`config.mk`:
```
export PLATFORM = sky130hd
export DESIGN_NAME = router_wr_ctrl_flat
export DESIGN_NICKNAME = d
export VERILOG_FILES = /design/src/rtl/router_pkg.sv /design/src/rtl/router_wr_ctrl_if.sv /design/src/rtl/router_port_timer.sv /design/src/rtl/router_wr_ctrl.sv /design/src/flat_wrapper.sv
export SDC_FILE = /design/constraint.sdc
export NUM_CORES = 1
export LEC_CHECK = 0
export CAP_MARGIN = 10
export CORE_ASPECT_RATIO = 0.9
export CORE_MARGIN = 2
export CORE_UTILIZATION = 30
export CTS_BUF_LIST = sky130_fd_sc_hd__clkbuf_16
export DETAILED_ROUTE_END_ITERATION = 8
export SLEW_MARGIN = 20
export SYNTH_ARGS = -nofsm -noshare
export SYNTH_HDL_FRONTEND = slang
export SYNTH_SLANG_ARGS = --single-unit
export TNS_END_PERCENT = 20
```
`constraint.sdc`:
```
create_clock -name clock -period 2.1 [get_ports clock]
set_input_delay 0.42 -clock clock [delete_from_list [all_inputs] [get_ports clock]]
set_output_delay 0.42 -clock clock [all_outputs]
set_load 0.02 [all_outputs]
```
`src/rtl/router_pkg.sv`:
```
// Shared types and constants for the router write controller.
package router_pkg;

   typedef enum logic [1:0] {IDLE, LOAD, DROP} state_e;

   localparam logic [1:0]  ADDR_INVALID    = 2'b11;
   localparam int unsigned LEN_MSB         = 7;
   localparam int unsigned LEN_LSB         = 2;
   localparam int unsigned ADDR_MSB        = 1;
   localparam int unsigned DEFAULT_TIMEOUT = 30;
   localparam int unsigned REM_W           = 7;

endpackage

```
`src/rtl/router_wr_ctrl_if.sv`:
```
// Packet source / FIFO-side signal bundle of the router write controller.
interface router_wr_ctrl_if #(
   parameter int unsigned DATA_W = 8,
   parameter int unsigned NPORTS = 3
);
   logic              pkt_valid;
   logic [DATA_W-1:0] data_in;
   logic [NPORTS-1:0] fifo_full;
   logic [NPORTS-1:0] fifo_empty;
   logic [NPORTS-1:0] read_enb;
   logic [NPORTS-1:0] write_enb;
   logic              lfd_state;
   logic [DATA_W-1:0] data_out;
   logic              busy;
   logic [NPORTS-1:0] vld_out;
   logic [NPORTS-1:0] soft_reset;
   logic              err;

   modport master (
      output pkt_valid, data_in, fifo_full, fifo_empty, read_enb,
      input  write_enb, lfd_state, data_out, busy, vld_out, soft_reset, err
   );

   modport slave (
      input  pkt_valid, data_in, fifo_full, fifo_empty, read_enb,
      output write_enb, lfd_state, data_out, busy, vld_out, soft_reset, err
   );
endinterface

```
`src/rtl/router_port_timer.sv`:
```
// Per-port read timeout: pulses soft_reset when pending data goes unread for TIMEOUT cycles.
module router_port_timer #(
   parameter int unsigned TIMEOUT = 30
) (
   input  logic clock,
   input  logic resetn,
   input  logic vld,
   input  logic read_enb,
   output logic soft_reset
);
   localparam int unsigned CntW = (TIMEOUT > 1) ? $clog2(TIMEOUT) : 1;

   logic [CntW-1:0] cnt_q, cnt_d;
   logic            pulse_q, pulse_d;
   logic            counting;

   assign counting = vld && !read_enb;

   always_comb begin
      cnt_d   = '0;
      pulse_d = 1'b0;
      if (counting) begin
         if (cnt_q == CntW'(TIMEOUT - 1)) begin
            pulse_d = 1'b1;
         end else begin
            cnt_d = cnt_q + 1'b1;
         end
      end
   end

   always_ff @(posedge clock) begin
      if (!resetn) begin
         cnt_q   <= '0;
         pulse_q <= 1'b0;
      end else begin
         cnt_q   <= cnt_d;
         pulse_q <= pulse_d;
      end
   end

   assign soft_reset = pulse_q;

endmodule

```
`src/rtl/router_wr_ctrl.sv`:
```
// Router write controller: header decode, FIFO steering, parity check, per-port read timeout.
module router_wr_ctrl
   import router_pkg::*;
#(
   parameter int unsigned DATA_W  = 8,
   parameter int unsigned TIMEOUT = DEFAULT_TIMEOUT,
   parameter int unsigned NPORTS  = 3
) (
   input logic              clock,
   input logic              resetn,
   router_wr_ctrl_if.slave  bus
);
   state_e             state_q, state_d;
   logic [1:0]         dest_q, dest_d;
   logic [REM_W-1:0]   rem_q, rem_d;
   logic [DATA_W-1:0]  par_q, par_d;
   logic               err_q, err_d;
   logic [NPORTS-1:0]  write_enb, soft_reset;
   logic               lfd_state, busy;
   logic [1:0]         addr;
   logic [LEN_MSB-LEN_LSB:0] len;

   assign addr = bus.data_in[ADDR_MSB:0];
   assign len  = bus.data_in[LEN_MSB:LEN_LSB];

   for (genvar i = 0; i < NPORTS; i++) begin : g_timer
      router_port_timer #(
         .TIMEOUT (TIMEOUT)
      ) u_timer (
         .clock      (clock),
         .resetn     (resetn),
         .vld        (!bus.fifo_empty[i]),
         .read_enb   (bus.read_enb[i]),
         .soft_reset (soft_reset[i])
      );
   end

   always_comb begin
      state_d   = state_q;
      dest_d    = dest_q;
      rem_d     = rem_q;
      par_d     = par_q;
      err_d     = 1'b0;
      write_enb = '0;
      lfd_state = 1'b0;
      busy      = 1'b0;
      unique case (state_q)
         IDLE: begin
            busy = bus.pkt_valid && (addr != ADDR_INVALID) && bus.fifo_full[addr];
            if (bus.pkt_valid && !busy) begin
               rem_d = {1'b0, len} + 1'b1;
               if (addr != ADDR_INVALID) begin
                  write_enb[addr] = 1'b1;
                  lfd_state       = 1'b1;
                  dest_d          = addr;
                  par_d           = bus.data_in;
                  state_d         = LOAD;
               end else begin
                  state_d = DROP;
               end
            end
         end
         LOAD: begin
            // Target FIFO is being flushed: discard from this byte on, no parity error.
            if (soft_reset[dest_q]) begin
               state_d = DROP;
               if (bus.pkt_valid) begin
                  rem_d = rem_q - 1'b1;
                  if (rem_q == REM_W'(1)) state_d = IDLE;
               end
            end else begin
               busy = bus.fifo_full[dest_q];
               if (bus.pkt_valid && !busy) begin
                  write_enb[dest_q] = 1'b1;
                  par_d             = par_q ^ bus.data_in;
                  rem_d             = rem_q - 1'b1;
                  if (rem_q == REM_W'(1)) begin
                     state_d = IDLE;
                     err_d   = (par_q ^ bus.data_in) != '0;
                  end
               end
            end
         end
         DROP: begin
            if (bus.pkt_valid) begin
               rem_d = rem_q - 1'b1;
               if (rem_q == REM_W'(1)) state_d = IDLE;
            end
         end
         default: state_d = IDLE;
      endcase
      if (!resetn) begin
         write_enb = '0;
         lfd_state = 1'b0;
         busy      = 1'b0;
      end
   end

   always_ff @(posedge clock) begin
      if (!resetn) begin
         state_q <= IDLE;
         dest_q  <= '0;
         rem_q   <= '0;
         par_q   <= '0;
         err_q   <= 1'b0;
      end else begin
         state_q <= state_d;
         dest_q  <= dest_d;
         rem_q   <= rem_d;
         par_q   <= par_d;
         err_q   <= err_d;
      end
   end

   assign bus.write_enb  = write_enb;
   assign bus.lfd_state  = lfd_state;
   assign bus.busy       = busy;
   assign bus.data_out   = bus.data_in;
   assign bus.vld_out    = ~bus.fifo_empty;
   assign bus.soft_reset = soft_reset;
   assign bus.err        = err_q;

endmodule

```
`src/flat_wrapper.sv`:
```
// flat-port wrapper written by rule: the top's interface ports become plain ports
module router_wr_ctrl_flat import router_pkg::*;
#(
   parameter int unsigned DATA_W  = 8,
   parameter int unsigned TIMEOUT = DEFAULT_TIMEOUT,
   parameter int unsigned NPORTS  = 3
)
  (clock, resetn, bus_pkt_valid, bus_data_in, bus_fifo_full, bus_fifo_empty, bus_read_enb, bus_write_enb, bus_lfd_state, bus_data_out, bus_busy, bus_vld_out, bus_soft_reset, bus_err);
  router_wr_ctrl_if #(.DATA_W(DATA_W), .NPORTS(NPORTS)) bus_i ();
  input logic clock;
  input logic resetn;
  input wire logic [$bits(bus_i.pkt_valid)-1:0] bus_pkt_valid;
  input wire logic [$bits(bus_i.data_in)-1:0] bus_data_in;
  input wire logic [$bits(bus_i.fifo_full)-1:0] bus_fifo_full;
  input wire logic [$bits(bus_i.fifo_empty)-1:0] bus_fifo_empty;
  input wire logic [$bits(bus_i.read_enb)-1:0] bus_read_enb;
  output wire logic [$bits(bus_i.write_enb)-1:0] bus_write_enb;
  output wire logic [$bits(bus_i.lfd_state)-1:0] bus_lfd_state;
  output wire logic [$bits(bus_i.data_out)-1:0] bus_data_out;
  output wire logic [$bits(bus_i.busy)-1:0] bus_busy;
  output wire logic [$bits(bus_i.vld_out)-1:0] bus_vld_out;
  output wire logic [$bits(bus_i.soft_reset)-1:0] bus_soft_reset;
  output wire logic [$bits(bus_i.err)-1:0] bus_err;
  assign bus_i.pkt_valid = bus_pkt_valid;
  assign bus_i.data_in = bus_data_in;
  assign bus_i.fifo_full = bus_fifo_full;
  assign bus_i.fifo_empty = bus_fifo_empty;
  assign bus_i.read_enb = bus_read_enb;
  assign bus_write_enb = bus_i.write_enb;
  assign bus_lfd_state = bus_i.lfd_state;
  assign bus_data_out = bus_i.data_out;
  assign bus_busy = bus_i.busy;
  assign bus_vld_out = bus_i.vld_out;
  assign bus_soft_reset = bus_i.soft_reset;
  assign bus_err = bus_i.err;
  router_wr_ctrl #(.DATA_W(DATA_W), .TIMEOUT(TIMEOUT), .NPORTS(NPORTS)) u_core (.clock(clock), .resetn(resetn), .bus(bus_i));
endmodule
```
==> impl_metrics.py, run 1 <==
metrics = {
    "final_layout": {
        "area.sequential_um2": 764,
        "drive_gt1_share_pct": 25.7,
        "fill_cells": 833,
        "multiInputGateArea_mm2": 0.00170,
        "final_cells": 524,
        "area_delta_synth_final_pct": 37.5,
        "fin_util_pct": 42.7,
        "final_nets": 438,
        "final_design_area_no_fill_mm2": 0.00368,
        "antennaDiodeCount": 0,
    },
    "critical_path": {
        "ff2ff_setup_slack_ps": 110,
        "worst_path_largest_cell_delay_ps": 360,
        "crit_path_cell_trace": "buf_6, mux2i_4, o211ai_1, nor3_2, a22oi_1, nor2_1, buf_4",
        "crit_arrival_ps": 1770,
        "critical_path_class": "flip-flop to output pin",
        "cp_slowest_cell": "dfxtp_4",
        "setup.worst_path.start_class": "flip-flop",
        "crit_required_ps": 1680,
        "path_max_fanout": 6,
        "end_kind": "output pin",
    },
    "synthesis": {
        "yosysMostFrequentCell": "nand2_1",
        "ys_async_sr_fraction_pct": 0,
        "syn_area_mm2": 0.00267,
        "synth_enable_flop_cells": 0,
        "synth_cell_types": 61,
        "ys_ff_latch": 38,
        "synth_nets": 363,
        "synth_cells": 330,
        "yosysWarnings": 0,
        "synth_largest_area_cell": "dfxtp_1",
        "yosysTopAreaCellShare_pct": 28.5,
        "ys.flop_type": "dfxtp_1",
        "synth.area.top_cells": "dfxtp_1 28%, ha_1 6.1%, nand2_1 5.8%, xnor2_1 4.6%, nor2_1 4.5%",
        "synthTopCellsByCount": "41 x nand2_1, 38 x dfxtp_1, 32 x nor2_1",
        "postSynthAreaPerCell_um2": 8.10,
        "ys_seq_area_share_pct": 28.5,
    },
    "drt": {
        "wl_per_cell_um": 13.3,
        "drt_first_pass_iters": 4,
        "drc": 0,
        "drt_iter0_markers": 116,
        "viasPerCell": 4.97,
        "wl_mm": 6.99,
        "via_count": 2604,
        "ant_nets": 0,
    },
    "floorplan": {
        "start_util_pct": 31.1,
        "die_area_mm2": 0.00968,
        "io_pins": 40,
        "chipHeight_um": 93.6,
        "num_rows": 32,
        "coreArea_mm2": 0.00861,
        "fp.dieW_um": 104,
    },
    "cts": {
        "cts_root_buf": "clkbuf_16",
        "cts_sinks": 38,
        "cts_tree": "yes",
        "clkSlewWorstSetupHoldPaths_ps": 60,
        "clk-insertion-delay-late_ps": 280,
        "postCtsHoldBufs": 0,
        "clockBufferDepth": 2,
        "numCtsBuffers": 5,
        "htree_levels": 2,
    },
    "global_route": {
        "grt_overflow": 0,
        "antenna_found_initial": 0,
        "grt_max_degree": 18,
        "track_usage_pct": 15.0,
        "grt_pass1_wl_mm": 12.0,
        "grt_pass1_vias": 2538,
    },
    "sta": {
        "setup_viol": 4,
        "clock_skew_ps": 4.28,
        "setup-tns-final_ps": -210,
        "whs_ps": 468,
        "setup_slack_ps": -87.7,
        "max_freq_mhz": 457,
        "finalCriticalPeriod_ps": 2190,
        "worst_pin_slew_ps": 446,
        "maxSlewHeadroom_pct": 70.1,
        "final-hold-violation-count": 0,
        "rsz0062_at_grt": "yes",
        "drv_slew": 0,
        "period_share_pct": 104,
    },
    "placement": {
        "place_area_mm2": 0.00346,
        "port-buffer-count": 39,
        "place_hpwl_mm": 5.32,
        "gp_congestion": 0.848,
        "place_inst": 515,
    },
    "run_status": {
        "outcome": "complete, but fails checks",
        "violations": "setup timing",
    },
    "power_and_ir_drop": {
        "powerDensity_mw_per_mm2": 980,
        "p_leak_nw": 1.46,
        "peakVddDrop_mv": 0.410,
    },
    "worst_hold_path": {
        "hold_path_class": "flip-flop to flip-flop",
    },
    "flow_run": {
        "cap_violations": 0,
    },
}
-- power breakdown --
group	leakage, nW	internal (mW)	switching, mW
combinational	1.07	0.835	0.919
clock	0.0773	0.549	0.280
sequential	0.310	0.861	0.160
-- worst paths after layout --
kind	cells after the start	startpoint	endpoint
worst min-delay path	1	u_core.g_timer[0].u_timer.cnt_q[0]	u_core.g_timer[0].u_timer.cnt_q[0]
worst max-delay path	7	u_core.dest_q[0]	bus_write_enb[1]
worst max register to register	9	u_core.state_q[0]	u_core.rem_q[6]
worst min register to register	1	u_core.g_timer[0].u_timer.cnt_q[0]	u_core.g_timer[0].u_timer.cnt_q[0]
-- layer usage --
| metal | part of all wire [%] | wire length, µm | vias up | track usage, % |
|---|---|---|---|---|
| met2 | 46 | 3240 | 51 | 25.7 |
| met4 | 1.3 | 91 | 0 | 5.18 |
| met3 | 3.7 | 261 | 6 | 1.88 |
| met1 | 49 | 3400 | 1234 | 19.5 |
| li1 | - | - | 1313 | - |
| met5 | 0 | 0 | - | 0 |
-- through the flow --
step	total power [mW]	setup WS, ps
3_3_place_gp	2.70	-985
3_5_place_dp	2.73	-998
4_1_cts	3.59	-99.0
6_report	3.60	-87.7
2_1_floorplan	2.12	-46.2
5_1_grt	3.86	-211
-- cell usage in the layout, fill, tap and decap left out, types with 3 or more instances in the layout --
cell             Yosys  routed
a21o_1               8       8
a21oi_1              7       6
a31oi_1             11      11
buf_2                7       3
buf_4               14      59
buf_6                2       4
clkbuf_16            0       5
clkdlybuf4s50_1      0      28
dfxtp_1             38      37
ha_1                13      13
inv_1               19      19
mux2i_1              4       3
nand2_1             41      40
nand2b_1             3       3
nand3_1             13      13
nand4_1              6       6
nor2_1              32      31
nor3_1              11      10
nor3_2               2       3
nor4_1               3       3
o2111ai_1            8       8
o211ai_1             5       5
o21a_1               4       3
or2_2                3       3
xnor2_1             14      14
xor2_1               8       8
-- layout make-up --
type                            count  area share (%)
Sequential cell                    38            20.8
Clock buffer                        5            3.40
Timing Repair Buffer               98            22.6
Tap cell                          119            4.05
Multi-Input combinational cell    243            46.3
Clock inverter                      2           0.919
Inverter                           19            1.94
-- sequential cells by signal, summed over array words and instances, names as in the netlist --
| register | cells |
|---|---|
| u_core.par_q | 8 |
| u_core.g_timer.u_timer.soft_reset | 3 |
| u_core.state_q | 2 |
| u_core.dest_q | 2 |
| u_core.g_timer.u_timer.cnt_q | 15 |
| u_core.bus.err | 1 |
| u_core.rem_q | 7 |
-- critical path, delay by kind of cell, from the launching register on --
| kind | cells | cell delay, ps |
|---|---|---|
| muxes | 1 | 260 |
| and+or+nand+nor | 2 | 330 |
| DFF | 1 | 360 |
| buffers and inverters | 2 | 290 |
| AOI/OAI and AO/OA | 2 | 260 |
-- logic make-up (layout without fill, tap and decap cells) --
kind of cell             Yosys count  count (layout)  share of synthesized area (%)
AND/OR/NAND/NOR                  128             128                           23.3
multiplexers                       7               7                           2.90
AO/OA/AOI/OAI                     73              73                           22.3
flip-flops                        38              38                           28.5
XOR/XNOR                          22              22                           7.21
adder cells (fa/ha/maj)           13              13                           6.08
buffers and inverters             49             124                           9.78
-- repair_timing --
item	4_1_cts	5_1_grt
setup endpoints to repair	12	8
gates resized for setup	50	9
pin swaps	2	5
setup buffers	1	1
Power figures use the tool's default switching activity.
==> inputs of run 2 (changes only) <==
Settings changed: CORE_ASPECT_RATIO 0.9 to 2, CORE_MARGIN 2 to default.
Clock period 2.1 ns to 2.65 ns, I/O delays scaled along.
==> run 2 against run 1 <==
Net effect: the run now ends clean; worst setup slack better by 90 ps; cell area fell by 6.3%; cell count down 6.9%; die area fell by 3.8%; global-route usage up 2.3 points; combinational power decreased by 29%; clock power decreased by 30%; count of clock-buffer cells in the layout unchanged; largest cell class unchanged.
==> impl_metrics.py, run 2 (synthesized netlist as in run 1, its figures left out) <==
metrics = {
    "sta": {
        "finalCriticalPeriod_ps": 2650,
        "worst_pin_slew_ps": 463,
        "period_share_pct": 99.9,
        "setup_slack_ps": 2.74,
        "clock_skew_ps": 6.92,
        "final-hold-violation-count": 0,
        "setup_viol": 0,
        "rsz0062_at_grt": "yes",
        "maxSlewHeadroom_pct": 69.0,
        "drv_slew": 0,
        "max_freq_mhz": 378,
    },
    "drt": {
        "viasPerCell": 5.24,
        "wl_mm": 7.24,
        "drt_first_pass_iters": 4,
        "wl_per_cell_um": 14.8,
        "drc": 0,
        "ant_nets": 0,
        "drt_iter0_markers": 145,
        "via_count": 2559,
    },
    "critical_path": {
        "end_kind": "output pin",
        "crit_arrival_ps": 2120,
        "critical_path_class": "input port to output pin",
        "worst_path_largest_cell_delay_ps": 420,
        "endpoint": "bus_write_enb[0]",
        "worstReg2RegEnd": "u_core.rem_q[4]",
        "crit_required_ps": 2120,
        "reg2reg_from": "u_core.state_q[1]",
        "r2r_cells": 8,
        "crit_path_start": "bus_fifo_full[2]",
        "setup.worst_path.start_class": "input port",
        "path_max_fanout": 2,
        "cp_slowest_cell": "clkdlybuf4s50_1",
        "ff2ff_setup_slack_ps": 510,
        "crit_path_cell_trace": "clkdlybuf4s50_1, and2b_2, mux2_2, or3_4, nor2_1, o21a_1, buf_6",
    },
    "final_layout": {
        "fill_cells": 889,
        "largest_reg_flops": 15,
        "drive_gt1_share_pct": 19.8,
        "reg_top3": "u_core.g_timer.u_timer.cnt_q x15, u_core.par_q x8, u_core.rem_q x7",
        "area_delta_synth_final_pct": 28.9,
        "regMostFlops": "u_core.g_timer.u_timer.cnt_q",
        "final_nets": 420,
        "final_cell_mix": "41 x nand2_1, 41 x buf_4, 37 x dfxtp_1, 32 x nor2_1, 31 x clkdlybuf4s50_1",
        "antennaDiodeCount": 0,
    },
    "run_status": {
        "outcome": "finished, final reports clean",
    },
    "cts": {
        "clkSlewWorstSetupHoldPaths_ps": 50,
        "clockBufferDepth": 2,
        "cts_sinks": 38,
        "clk-insertion-delay-late_ps": 290,
        "cts_tree": "yes",
        "cts_root_buf": "clkbuf_16",
        "htree_levels": 2,
        "postCtsHoldBufs": 0,
        "numCtsBuffers": 5,
    },
    "placement": {
        "pre_cts_slack_ps": -775,
        "place_hpwl_mm": 5.81,
        "gp_congestion": 0.831,
        "port-buffer-count": 39,
    },
    "floorplan": {
        "die_area_mm2": 0.00932,
        "num_rows": 48,
        "start_util_pct": 30.9,
        "coreArea_mm2": 0.00865,
        "chipHeight_um": 136,
        "io_pins": 40,
        "fp.dieW_um": 68.8,
    },
    "global_route": {
        "grt_pass1_wl_mm": 11.9,
        "grt_max_degree": 16,
        "grt_pass1_vias": 2607,
        "grt_overflow": 0,
        "track_usage_pct": 17.3,
        "antenna_found_initial": 0,
    },
    "power_and_ir_drop": {
        "powerDensity_mw_per_mm2": 767,
        "p_leak_nw": 1.35,
        "power.total_mw": 2.64,
        "peakVddDrop_mv": 0.250,
    },
    "worst_hold_path": {
        "min_from": "u_core.g_timer[0].u_timer.cnt_q[0]",
        "hold_path_class": "flip-flop to flip-flop",
    },
    "flow_run": {
        "cap_violations": 0,
    },
}
[run 2: final cells by class]
type,count,area (µm²),area share [%]
inverters,19,71.3,2.07
well taps,100,125,3.63
clock inverters,3,16.3,0.472
repair buffers,80,686,19.9
multi-input cells,243,1660,48.2
clock buffers,5,125,3.63
flip-flops and latches,38,762,22.1
[run 2: what timing repair did]
action,4_1_cts,5_1_grt
cloned,0,0
gates resized for setup,18,10
buffers inserted,0,0
pin swaps,0,1
endpoints found under the setup margin,5,5
[run 2: worst max-delay path, delay by kind of cell]
| family | cells | cell delay, ps |
|---|---|---|
| AO/OA/AOI/OAI | 1 | 130 |
| buffers and inverters | 2 | 530 |
| multiplexers | 1 | 280 |
| AND/OR/NAND/NOR | 3 | 640 |
[run 2: through the flow]
step / util (%) / setup TNS (ps) / instances / area [µm²] / hold WS, ps
2_1_floorplan: - / 0 / 330 / 2670 / 433
3_3_place_gp: 38.2 / -2390 / 480 / 3310 / 450
3_5_place_dp: 38.2 / -2550 / 480 / 3310 / 458
4_1_cts: 39.9 / -82.6 / 488 / 3450 / 472
5_1_grt: 39.8 / -54.0 / 488 / 3450 / 515
6_report: 39.8 / 0 / 488 / 3450 / 463
[run 2: power by group]
part	internal [mW]	leakage, nW	total, mW	switching [mW]
clock	0.343	0.0672	0.580	0.237
sequential	0.682	0.310	0.818	0.136
combinational	0.554	0.976	1.25	0.691
[run 2: worst min path at each step]
| stage | to | slack (ps) | cells past startpoint |
|---|---|---|---|
| 2_1_floorplan | u_core.g_timer[1].u_timer.cnt_q[0] | 430 | 1 |
| 3_3_place_gp | u_core.g_timer[0].u_timer.cnt_q[0] | 450 | 1 |
| 3_5_place_dp | u_core.g_timer[1].u_timer.cnt_q[0] | 460 | 1 |
| 4_1_cts | u_core.g_timer[1].u_timer.cnt_q[0] | 470 | 1 |
| 5_1_grt | u_core.g_timer[1].u_timer.cnt_q[0] | 520 | 1 |
| 6_report | u_core.g_timer[0].u_timer.cnt_q[0] | 460 | 1 |
[run 2: per-layer routing]
metal	vias to the layer above	part of all wire, %	track usage, %
met5	-	0	0
met4	0	7.1	14.5
met3	31	3.5	2.86
met2	69	54	30.5
met1	1178	36	16.3
li1	1281	-	-
==> inputs of run 3 (changes only) <==
Settings changed: SKIP_CTS_REPAIR_TIMING from default to 1.
Clock period 2.65 ns to 3.2 ns, I/O delays scaled along.
==> run 3 against run 2 <==
Net effect: routed wire length fell by 4.8%; global-route usage fell by 1.4 points; worst setup slack improved by 180 ps; via count fell by 3.6%; sequential share of layout area rose by 0.63 points; first-iteration DRC count fell by 28%.
==> impl_metrics.py, run 3 (synthesized netlist as in run 1, its figures left out) <==
metrics = {
    "run_status": {
        "outcome": "finished, final reports clean",
    },
    "floorplan": {
        "fp.dieW_um": 68.8,
        "chipHeight_um": 136,
        "start_util_pct": 30.9,
        "io_pins": 40,
        "coreArea_mm2": 0.00865,
        "num_rows": 48,
        "die_area_mm2": 0.00932,
    },
    "flow_run": {
        "cap_violations": 0,
    },
    "critical_path": {
        "end_kind": "output pin",
        "path_max_fanout": 2,
        "crit_arrival_ps": 2370,
        "critical_path_class": "input port to output pin",
        "crit_required_ps": 2560,
        "setup.worst_path.start_class": "input port",
    },
    "power_and_ir_drop": {
        "powerDensity_mw_per_mm2": 656,
        "power.total_mw": 2.20,
        "p_sw_share_pct": 38.9,
        "power.share.clock_pct": 25.2,
        "seqPwrFrac_pct": 30.9,
        "power.internal_mw": 1.34,
        "combPwrFrac_pct": 44.0,
        "p_leak_nw": 1.35,
        "peakVddDrop_mv": 0.252,
        "switchingPower_mw": 0.855,
    },
    "placement": {
        "place_hpwl_mm": 5.41,
        "port-buffer-count": 39,
        "gp_congestion": 0.833,
    },
    "drt": {
        "ant_nets": 0,
        "viasPerCell": 5.25,
        "drt_first_pass_iters": 5,
        "wl_per_cell_um": 14.7,
        "wl_mm": 6.90,
        "drt_iter0_markers": 104,
        "drc": 0,
        "via_count": 2467,
    },
    "cts": {
        "clkSlewWorstSetupHoldPaths_ps": 50,
        "cts_root_buf": "clkbuf_16",
        "clk-insertion-delay-late_ps": 290,
        "htree_levels": 2,
        "cts_tree": "yes",
        "cts_sinks": 38,
        "numCtsBuffers": 5,
        "clockBufferDepth": 2,
    },
    "sta": {
        "clock_skew_ps": 8.80,
        "period_share_pct": 94.1,
        "rsz0062_at_grt": "no",
        "drv_slew": 0,
        "worst_pin_slew_ps": 642,
        "maxSlewHeadroom_pct": 56.9,
        "setup-tns-final_ps": 0,
        "final-hold-violation-count": 0,
        "max_freq_mhz": 332,
        "setup_viol": 0,
        "finalCriticalPeriod_ps": 3010,
    },
    "final_layout": {
        "reg_top3": "u_core.g_timer.u_timer.cnt_q x15, u_core.par_q x8, u_core.rem_q x7",
        "largest_reg_flops": 15,
        "area_delta_synth_final_pct": 25.3,
        "final_nets": 402,
        "regMostFlops": "u_core.g_timer.u_timer.cnt_q",
        "antennaDiodeCount": 0,
        "final_cell_mix": "41 x nand2_1, 37 x dfxtp_1, 33 x clkdlybuf4s50_1, 32 x nor2_1, 23 x buf_4",
        "drive_gt1_share_pct": 13.5,
        "layout_commonest_cell": "nand2_1",
    },
    "global_route": {
        "antenna_found_initial": 0,
        "grt_pass1_vias": 2290,
        "grt_overflow": 0,
        "track_usage_pct": 15.9,
        "grt_max_degree": 19,
        "grt_pass1_wl_mm": 10.9,
    },
    "worst_hold_path": {
        "hold_path_class": "flip-flop to flip-flop",
    },
}
run 3: cell count changes in the layout (fill, tap and decap cells not counted), sizes merged, moves of 2 or more:
cell           previous run  this run
clkbuf                    8         5
inv                      19        21
clkdlybuf4s50            31        33
clkinv                    2         0
dlymetal6s2s              2         6
buf                      43        23
run 3: power groups by stage:
| stage | Sequential (mW) | Combinational [mW] | Clock (mW) |
|---|---|---|---|
| after floorplan | 0.655 | 0.737 | 0 |
| after global routing | 0.691 | 1.06 | 0.587 |
| after global placement | 0.681 | 0.955 | 0 |
| after CTS | 0.675 | 0.974 | 0.569 |
| final | 0.679 | 0.966 | 0.553 |
| after detailed placement | 0.685 | 0.968 | 0 |
run 3: path summary, 6_finish.rpt:
path / depth (start not counted) / startpoint / to / slack, ps
worst min register to register: 1 / u_core.g_timer[2].u_timer.cnt_q[0] / u_core.g_timer[2].u_timer.cnt_q[0] / 470
worst min-delay path: 1 / u_core.g_timer[2].u_timer.cnt_q[0] / u_core.g_timer[2].u_timer.cnt_q[0] / 470
worst max register to register: 8 / u_core.state_q[1] / u_core.rem_q[4] / 970
worst max-delay path: 7 / bus_fifo_full[0] / bus_write_enb[0] / 190
run 3: worst max-delay path, stage by stage:
cell,delay [ps]
clkdlybuf4s50_1,430
mux2_4,280
mux2_2,280
or3_4,330
nor2_1,90
o21a_1,110
dlymetal6s2s_1,210
run 3: final cells by class:
cell class              count  area [µm²]
clock inverters             3        37.5
clock buffers               5         125
flip-flops and latches     38         762
inverters                  19        71.3
repair buffers             62         578
fillers                   901        5300
multi-input cells         243        1650
well taps                 100         125
run 3: layer usage:
layer	track usage (%)	vias to the layer above	wire length [µm]
met4	8.16	0	263
met2	29.4	47	3830
met3	2.36	16	188
met1	16.1	1160	2620
li1	-	1244	-
met5	0	-	0
run 3: metrics by stage:
| stage | hold slack, ps | util, % | cell area, µm² | setup WS [ps] | std cells |
|---|---|---|---|---|---|
| finish | 469 | 38.7 | 3350 | 187 | 470 |
| global route | 504 | 38.7 | 3350 | 106 | 470 |
| CTS | 474 | 38.6 | 3330 | -432 | 470 |
| detailed placement | 460 | 36.7 | 3170 | -432 | 462 |
| global placement | 447 | 36.7 | 3170 | -416 | 462 |
| floorplan | 433 | - | 2670 | 572 | 330 |
